## src/rtl/sa_pkg.sv

```systemverilog
// Shared constants and state encoding for the systolic-array job sequencer.
package sa_pkg;
  localparam int SA_DIM    = 16;
  localparam int SA_ADDR_W = 4;

  typedef enum logic [2:0] {IDLE, LOAD, WAIT_OUT, DRAIN, DONE} sa_sched_state_t;
endpackage

```

## src/rtl/sa_sched.sv

```systemverilog
// Streams one 16-row tile into the systolic array, waits for SA_fire_out to drain,
// then reports done/err to the host controller. All outputs come from flops.
module sa_sched import sa_pkg::*; #(
  parameter int TIMEOUT      = 255,
  parameter int DRAIN_CYCLES = 2
) (
  input  logic                 clk,
  input  logic                 rst_n,
  input  logic                 start,
  input  logic                 abort,
  input  logic [SA_DIM-1:0]    bank_en,
  output logic                 in_rd_en,
  output logic [SA_ADDR_W-1:0] in_rd_addr,
  output logic                 SA_fire_in,
  input  logic                 SA_fire_out,
  output logic [SA_DIM-1:0]    CEN,
  output logic                 busy,
  output logic                 done,
  output logic                 err
);
  localparam int TO_W = $clog2(TIMEOUT + 1);
  localparam int DR_W = $clog2(DRAIN_CYCLES + 1);
  localparam logic [TO_W-1:0]      TO_LAST   = TO_W'(TIMEOUT - 1);
  localparam logic [DR_W-1:0]      DR_LAST   = DR_W'(DRAIN_CYCLES - 1);
  localparam logic [SA_ADDR_W-1:0] ADDR_LAST = SA_ADDR_W'(SA_DIM - 1);
  localparam logic [4:0]           FIRE_LAST = 5'(SA_DIM - 1);

  sa_sched_state_t   state;
  logic [SA_DIM-1:0] bank_en_q;
  logic              cen_on;
  logic [4:0]        fire_cnt;
  logic [TO_W-1:0]   to_cnt;
  logic [DR_W-1:0]   dr_cnt;

  // cen_on is the registered "job owns the banks" flag; the mask itself is held in bank_en_q.
  assign CEN = cen_on ? ~bank_en_q : '1;

  always_ff @(posedge clk or negedge rst_n) begin
    if (!rst_n) begin
      state      <= IDLE;
      bank_en_q  <= '0;
      cen_on     <= 1'b0;
      in_rd_en   <= 1'b0;
      in_rd_addr <= '0;
      SA_fire_in <= 1'b0;
      busy       <= 1'b0;
      done       <= 1'b0;
      err        <= 1'b0;
      fire_cnt   <= '0;
      to_cnt     <= '0;
      dr_cnt     <= '0;
    end else if (abort) begin
      // err deliberately left alone so the host can still read the last job's status.
      state      <= IDLE;
      cen_on     <= 1'b0;
      in_rd_en   <= 1'b0;
      in_rd_addr <= '0;
      SA_fire_in <= 1'b0;
      busy       <= 1'b0;
      done       <= 1'b0;
      fire_cnt   <= '0;
      to_cnt     <= '0;
      dr_cnt     <= '0;
    end else begin
      SA_fire_in <= in_rd_en;
      done       <= 1'b0;
      case (state)
        IDLE: if (start) begin
          state      <= LOAD;
          bank_en_q  <= bank_en;
          cen_on     <= 1'b1;
          in_rd_en   <= 1'b1;
          in_rd_addr <= '0;
          busy       <= 1'b1;
          err        <= 1'b0;
          fire_cnt   <= '0;
          to_cnt     <= '0;
          dr_cnt     <= '0;
        end
        LOAD: begin
          if (in_rd_addr == ADDR_LAST) begin
            state    <= WAIT_OUT;
            in_rd_en <= 1'b0;
          end else begin
            in_rd_addr <= in_rd_addr + SA_ADDR_W'(1);
          end
        end
        WAIT_OUT: begin
          to_cnt <= to_cnt + TO_W'(1);
          if (SA_fire_out) fire_cnt <= fire_cnt + 5'd1;
          // A last fire-out landing on the timeout cycle still counts as success.
          if (SA_fire_out && fire_cnt == FIRE_LAST) begin
            state <= DRAIN;
          end else if (to_cnt == TO_LAST) begin
            state  <= DONE;
            done   <= 1'b1;
            err    <= 1'b1;
            cen_on <= 1'b0;
          end
        end
        DRAIN: begin
          if (dr_cnt == DR_LAST) begin
            state  <= DONE;
            done   <= 1'b1;
            cen_on <= 1'b0;
          end else begin
            dr_cnt <= dr_cnt + DR_W'(1);
          end
        end
        DONE: begin
          state <= IDLE;
          busy  <= 1'b0;
        end
        default: state <= IDLE;
      endcase
    end
  end
endmodule

```

## config.mk

```make
export PLATFORM = sky130hd
export DESIGN_NAME = sa_sched
export DESIGN_NICKNAME = d
export VERILOG_FILES = /design/src/rtl/sa_pkg.sv /design/src/rtl/sa_sched.sv
export SDC_FILE = /design/constraint.sdc
export NUM_CORES = 1
export LEC_CHECK = 0
export BUFFER_PORTS_ARGS = -buffer_cell sky130_fd_sc_hd__buf_2
export CORE_MARGIN = 2
export CORE_UTILIZATION = 30
export CTS_CLUSTER_DIAMETER = 50
export DETAILED_ROUTE_END_ITERATION = 10
export PLACE_DENSITY = 0.53
export SYNTH_ARGS = -nofsm -noshare
export SYNTH_HDL_FRONTEND = slang
export SYNTH_SLANG_ARGS = --single-unit
```

## constraint.sdc

```tcl
create_clock -name clk -period 3.2 [get_ports clk]
set_input_delay 0.64 -clock clk [delete_from_list [all_inputs] [get_ports clk]]
set_output_delay 0.64 -clock clk [all_outputs]
set_load 0.01 [all_outputs]
```

==> results of run 1 <==
## power by group
part	switching (uW)	total, uW	internal [uW]
logic	73.1	148	75.1
registers	37.8	644	606
clock network	185	417	232
## registers in the layout, indices dropped and copies added, names as in the netlist, 2 cells and up
signal	count
fire_cnt	5
bank_en_q	16
in_rd_addr	4
state	3
dr_cnt	2
to_cnt	8
## layout make-up
cell class	instances	area [um^2]
clock buffers	6	72.6
clock inverters	2	35.0
fillers	687	4290
inverters	8	30.0
multi-input cells	150	950
flip-flops and latches	44	1100
well taps	96	120
repair buffers	46	233
## worst max-delay path: stages (launching register included)
cell and delay, ps:
dfrtp_1 410, ha_1 230, and3_1 190, ha_1 190
a2111oi_0 770, a21oi_1 130, nor2_1 140
## per-layer routing
layer,GRT usage,part of all wire,routed length (um),vias up
li1,-,-,-,838
met1,0.156,0.49,2080,791
met2,0.187,0.45,1910,35
met3,0.0289,0.042,176,5
met4,0.0331,0.014,57,0
met5,0,0,0,-
## worst min-delay path by stage
stage / from / endpoint / slack [ps]
final: fire_cnt[3] / fire_cnt[3] / 480
after global routing: fire_cnt[3] / fire_cnt[3] / 510
after floorplan: rst_n / SA_fire_in / 340
after CTS: fire_cnt[3] / fire_cnt[3] / 480
after global placement: fire_cnt[3] / fire_cnt[3] / 470
after detailed placement: fire_cnt[3] / fire_cnt[3] / 460
## per-stage QoR
stage	setup slack [ps]	std cells	hold slack [ps]	util	power, uW
finish	1090	352	481	0.372	1210
global route	962	352	510	0.372	1270
global placement	1010	344	468	0.356	802
floorplan	1370	212	344	-	740
CTS	1080	352	479	0.372	1230
detailed placement	957	344	463	0.356	807
## logic make-up (layout without fill, tap and decap cells)
kind of cell               Yosys count  after routing
adders and majority gates            6              6
DFF                                 44             44
and+or+nand+nor                     75             75
muxes                               16             16
AOI/OAI and AO/OA                   51             51
buffers and inverters               18             62
xor gates and xnor gates             2              2
## cell usage after synthesis (all sizes together), types with 2 or more instances
cell type,instances
a21oi,10
and3,3
nand2b,2
clkbuf,5
nor4b,2
nor2b,2
nand2,32
o21ai,19
nand4,3
and2,2
a211oi,2
o31ai,3
nor2,16
o22ai,2
mux2,16
buf,5
nand3,8
dfrtp,44
ha,6
a31oi,3
or2,2
inv,8
==> results_dict.tcl, run 1 <==
set metrics [dict create \
    number_of_global_route_vias_before_repair 1569 \
    outcome "complete, no violations" \
    die_h_um 88.4 \
    wire_per_inst_um 12.0 \
    gp_congestion 0.721 \
    critPathArrivalTime_ps 2340 \
    synthXorXnorAreaFrac 0.00820 \
    boundaryPins 46 \
    grt_pass1_wl_um 7190 \
    tritoncts_clock_tree "built" \
    synth-adder-area-share 0.0351 \
    worst_tran_pin_value_ps 993 \
    share_of_synthesized_cell_area_in_and_or_nand_and_nor_gates 0.169 \
    antenna_cells_inserted 0 \
    timing.final.setup_violations 0 \
    initial_core_util 0.313 \
    count_of_flip_flops_with_a_built_in_enable_after_synthesis 0 \
    timing.reg2reg.setup_slack_ps 1090 \
    postLayoutCellArea_um2 2540 \
    ir_drop_mv 0.139 \
    timing.final.crit_period_ps 2110 \
    die_w_um 88.4 \
    yosys.area.top_type_share 0.515 \
    postPlaceCellArea_um2 2430 \
    cts.repair.resized 0 \
    timing.setup.critical_path_class "reg2reg" \
    via_count 1669 \
    clock_path_buffers 2 \
    ys_top_cells_by_area "dfrtp_1 (52%), mux2_2 (8.4%), nand2_1 (5.6%)" \
    wl_um 4220 \
    yosys-mux-area-fraction 0.0843 \
    timing.max_cap.violations 0 \
    sum_of_negative_setup_slack_ps 0 \
    synth_seq_area_share 0.515 \
    synth.distinct_cells 41 \
    rr_startpoint "fire_cnt[0]" \
    floorplan.core_area_um2 6830 \
    global_route.overflow_total 0 \
    drtIter0Drc 92 \
    final.setup_skew_ps 9.96 \
    synth-seq-cells 44 \
    synthesis.area_um2 2140 \
    layout.cells.most_common_list "buf_2 (45), dfrtp_1 (44), nand2_1 (32)" \
    setup_repair_after_global_routing_missed_its_margin "no" \
    critical_path.endpoint_type "flip-flop" \
    worstSkewPairLatency_ps 300 \
    fp-row-count 30 \
    synth-async-reset-ratio 1.00 \
    ctsRootBufferMaster "clkbuf_8" \
    grt_start_max_net_pins 45 \
    cts.reportedPaths.clkPinSlew_ps 80 \
    drc_errors 0 \
    regToRegEndpoint "done" \
    mostFrequentLayoutCell "buf_2" \
    hold_depth 1 \
    final_antenna_net_count 0 \
    yosys_warnings 0 \
    nNetsFinal 282 \
    synth.net_count 239 \
    netlist_instances 212 \
    synth_top_family_by_area "simple AND/OR/NAND/NOR gates" \
    worstPathMaxFanout 4 \
    most_used_flip_flop_cell_after_synthesis "dfrtp_1" \
    flow.area_growth_from_synthesis_pct 18.9 \
    slew_headroom 0.338 \
    r2r.worst_path.cells 6 \
    viasPerCell 4.74 \
    drive_above_1_share 0.285 \
    synth.avg_cell_area_um2 10.1 \
    number_of_buffers_inserted_by_port_buffering 45 \
    dieArea_um2 7810 \
    groute.usage.overall 0.116 \
    report.final.slew_viol_count 0 \
    highest_clock_rate_ghz 0.473 \
    cts_htree_levels 2 \
    pwr_density_cell_nw_per_um2 476 \
    synth_largest_area_cell "dfrtp_1" \
    cts_made_buffers 5 \
    hold_vio_cnt_final 0 \
    hp-class "reg2reg" \
    cts_setup_buffers 0 \
    crit_start "fire_cnt[0]" \
    synth_area_in_compound_gates 0.148 \
    cts.sink_count 44 \
    timing.final.crit_share 0.660 \
    critical_path_required_ps 3420 \
    critPathCapture "done" \
    detailedRoute.firstPassIterationCount 4 \
    hold_buffers 0 \
    worstSetupStartpointType "flip-flop" \
    grt_antenna_before_repair 0 \
    place.detailed.hpwl_um 2920 \
    total_leakage_power_uw 0.00113 \
]
(Power assumes the default switching activity.)
==> inputs of run 2 (changes only) <==
Clock period 3.2 ns to 2.15 ns, I/O delays scaled along.
==> results_dict.tcl, run 2 (synthesis results as in run 1) <==
set metrics [dict create \
    worstSkewPairLatency_ps 300 \
    nNetsFinal 288 \
    ctsRootBufferMaster "clkbuf_8" \
    pwr_density_cell_nw_per_um2 708 \
    largest_reg_flops 16 \
    floorplan.core_area_um2 6830 \
    timing.final.setup_violations 0 \
    top_regs "bank_en_q: 16 flops, to_cnt: 8 flops, fire_cnt: 5 flops" \
    drc_errors 0 \
    drive_above_1_share 0.305 \
    final_antenna_net_count 0 \
    timing.final.crit_share 0.868 \
    cts.repair.resized 0 \
    cts_made_buffers 5 \
    finish.utilization 0.380 \
    postPlaceCellArea_um2 2480 \
    sum_of_negative_setup_slack_ps 0 \
    timing.max_cap.violations 0 \
    tritoncts_clock_tree "built" \
    critPathArrivalTime_ps 2090 \
    top_register "bank_en_q" \
    wl_um 4240 \
    mostFrequentLayoutCell "buf_2" \
    hold_vio_cnt_final 0 \
    cts_htree_levels 2 \
    antenna_cells_inserted 0 \
    grt_start_max_net_pins 45 \
    grt_pass1_wl_um 7300 \
    setup_repair_after_global_routing_missed_its_margin "no" \
    whs_ps 198 \
    groute.usage.overall 0.120 \
    boundaryPins 46 \
    total_leakage_power_uw 0.00116 \
    flow.area_growth_from_synthesis_pct 21.4 \
    dieArea_um2 7810 \
    hp-class "in2async" \
    ir_drop_mv 0.343 \
    timing.setup.critical_path_class "reg2reg" \
    die_h_um 88.4 \
    die_w_um 88.4 \
    clock_path_buffers 2 \
    viasPerCell 4.77 \
    outcome "complete, no violations" \
    critical_path_required_ps 2370 \
    number_of_global_route_vias_before_repair 1582 \
    cts_setup_buffers 0 \
    final.setup_skew_ps 6.59 \
    critical_path.endpoint_type "flip-flop" \
    via_count 1709 \
    place.detailed.hpwl_um 2900 \
    worstPathMaxFanout 4 \
    wire_per_inst_um 11.8 \
    gp_congestion 0.763 \
    postLayoutCellArea_um2 2590 \
    detailedRoute.firstPassIterationCount 4 \
    highest_clock_rate_ghz 0.536 \
    drtIter0Drc 137 \
    timing.final.crit_period_ps 1870 \
    report.final.slew_viol_count 0 \
    cts.sink_count 44 \
    worst_tran_pin_value_ps 572 \
    hold_buffers 0 \
    worstSetupStartpointType "flip-flop" \
    cts.reportedPaths.clkPinSlew_ps 80 \
    fp-row-count 30 \
    initial_core_util 0.313 \
    global_route.overflow_total 0 \
    slew_headroom 0.615 \
    number_of_buffers_inserted_by_port_buffering 45 \
    layout.cells.most_common_list "buf_2 (45), dfrtp_1 (44), nand2_1 (32)" \
    grt_antenna_before_repair 0 \
]
## run 2: final cells by class
class / instances / area, um^2
clock buffer: 5 / 68.8
tap: 96 / 120
multi-input combinational: 150 / 950
fill: 713 / 4240
timing repair buffer: 52 / 278
sequential: 44 / 1100
clock inverter: 3 / 46.3
inverter: 8 / 30.0
## run 2: final timing paths
kind / endpoint / cells after the start / slack (ps) / start
worst min register to register: fire_cnt[3] / 1 / 490 / fire_cnt[3]
min in group clk: bank_en_q[7] / 2 / 360 / bank_en[7]
worst max-delay path: done / 7 / 280 / fire_cnt[0]
worst min-delay path: done / 2 / 200 / rst_n
worst max register to register: done / 7 / 280 / fire_cnt[0]
max in group asynchronous: in_rd_en / 2 / 1570 / rst_n
## run 2: metal layers
layer  share of wire  wire length [um]  GRT usage
met1            0.52              2200      0.158
met2            0.43              1810      0.189
met3           0.039               164     0.0308
met4           0.018                76     0.0496
met5               0                 0          0
## run 2: through the flow
stage          setup WS [ps]  power (uW)  std cells
2_1_floorplan            321        1100        212
3_3_place_gp             364        1200        350
3_5_place_dp             277        1200        350
4_1_cts                  257        1870        358
5_1_grt                  163        1950        358
6_report                 283        1840        358
## run 2: power breakdown
group	switching (uW)	total [uW]	internal (uW)	leakage [uW]
clock	304	654	350	0.0000548
sequential	55.9	958	902	0.000573
combinational	108	223	115	0.000533
total	468	1840	1370	0.00116
## run 2: critical path, cell delays in order, from the launching register on
cell	delay, ps
dfrtp_1	410
ha_1	230
and3_1	180
ha_1	180
a2111oi_0	410
buf_4	190
a21oi_1	50
nor2_1	140
==> inputs of run 3 (changes only) <==
Clock period 2.15 ns to 1.9 ns, I/O delays scaled along.
==> results_dict.tcl, run 3 (synthesis results as in run 1) <==
set metrics [dict create \
    outcome "complete, no violations" \
    die_w_um 88.4 \
    clock_path_buffers 2 \
    postPlaceCellArea_um2 2520 \
    worstSetupStartpointType "flip-flop" \
    groute.usage.overall 0.121 \
    timing.setup.critical_path_class "reg2reg" \
    via_count 1705 \
    stdcell_count 364 \
    top_regs "bank_en_q: 16 flops, to_cnt: 8 flops, fire_cnt: 5 flops" \
    critPathArrivalTime_ps 1990 \
    place.detailed.hpwl_um 3180 \
    hold_vio_cnt_final 0 \
    fill_cells 705 \
    ctsRootBufferMaster "clkbuf_8" \
    floorplan.core_area_um2 6830 \
    report.final.slew_viol_count 0 \
    number_of_global_route_vias_before_repair 1603 \
    pre_cts_slack_ps 99.4 \
    postLayoutSetupSlackWorst_ps 148 \
    rr_startpoint "fire_cnt[0]" \
    grt_start_max_net_pins 26 \
    worst_tran_pin_value_ps 579 \
    number_of_buffers_inserted_by_port_buffering 45 \
    global_route.overflow_total 0 \
    cts_htree_levels 2 \
    pwr_density_cell_nw_per_um2 791 \
    viasPerCell 4.68 \
    wire_per_inst_um 12.3 \
    timing.final.crit_period_ps 1750 \
    timing.final.crit_share 0.922 \
    wl_um 4480 \
    gp_congestion 0.763 \
    fp-row-count 30 \
    final.setup_skew_ps 6.18 \
    layout.cells.most_common_list "buf_2 (45), dfrtp_1 (44), nand2_1 (32)" \
    detailedRoute.firstPassIterationCount 4 \
    timing.reg2reg.setup_slack_ps 150 \
    crit_start "fire_cnt[0]" \
    die_h_um 88.4 \
    worstSkewPairLatency_ps 300 \
    setup_repair_after_global_routing_missed_its_margin "no" \
    critical_path.endpoint_type "flip-flop" \
    postLayoutCellArea_um2 2650 \
    nNetsFinal 294 \
    flow.area_growth_from_synthesis_pct 23.8 \
    placed_cells_incl_taps 355 \
    cts.sink_count 44 \
    mostFrequentLayoutCell "buf_2" \
    grt_pass1_wl_um 7300 \
    worstPathMaxFanout 3 \
    initial_core_util 0.313 \
    drive_above_1_share 0.325 \
    timing.max_cap.violations 0 \
    highest_clock_rate_ghz 0.571 \
    drc_errors 0 \
    top_register "bank_en_q" \
    ir_drop_mv 0.388 \
    critical_path_required_ps 2130 \
    dieArea_um2 7810 \
    cts_made_buffers 5 \
    timing.final.setup_violations 0 \
    sum_of_negative_setup_slack_ps 0 \
    antenna_cells_inserted 0 \
    grt_antenna_before_repair 0 \
    drtIter0Drc 73 \
    final_antenna_net_count 0 \
    tritoncts_clock_tree "built" \
    hp-class "in2async" \
    cts.reportedPaths.clkPinSlew_ps 90 \
    largest_reg_flops 16 \
    total_leakage_power_uw 0.00119 \
    slew_headroom 0.614 \
    boundaryPins 46 \
]
==> run 3: changes by cell type in the layout (fill, tap and decap cells not counted), sizes merged <==
cell and delta:
buf +6
==> run 3: what timing repair did <==
action,4_1_cts,5_1_grt
setup endpoints to repair,0,4
hold buffers,0,0
buffers inserted,0,1
resized for setup,0,2
==> run 3: metal layers <==
metal | share of wire | global-route usage | routed length (um) | vias up
li1 | - | - | - | 861
met1 | 0.49 | 0.147 | 2210 | 803
met2 | 0.46 | 0.209 | 2040 | 37
met3 | 0.041 | 0.0364 | 184 | 4
met4 | 0.011 | 0.0331 | 50 | 0
met5 | 0 | 0 | 0 | -
==> run 3: layout make-up <==
type	count	area [um^2]	share of cell area
multi-input combinational	150	956	0.361
clock inverter	3	46.3	0.0175
clock buffer	5	68.8	0.0260
timing repair buffer	58	323	0.122
tap	96	120	0.0454
sequential	44	1100	0.416
inverter	8	30.0	0.0114
==> run 3: worst max-delay path: stages, from the launching register on <==
cell       delay, ps
dfrtp_1          400
ha_1             230
and3_1           190
ha_1             200
a2111oi_2        350
buf_4            170
a21oi_1           50
nor2_1           100
==> run 3: stage by stage <==
stage	hold WS, ps	power (uW)	utilization
final	71.7	2090	0.387
after CTS	85.5	2140	0.385
after global routing	101	2220	0.387
after floorplan	84.4	1250	-
after detailed placement	423	1370	0.368
after global placement	417	1370	0.368
==> run 3: power breakdown <==
group          switching, uW  internal, uW
logic                    130           137
registers               57.8          1020
clock network            350           397
==> run 3: worst paths after layout <==
path / depth (start not counted) / end
worst min register to register: 1 / fire_cnt[4]
min in group clk: 2 / bank_en_q[7]
worst max register to register: 7 / done
max in group asynchronous: 2 / bank_en_q[1]
worst max-delay path: 7 / done
worst min-delay path: 1 / err
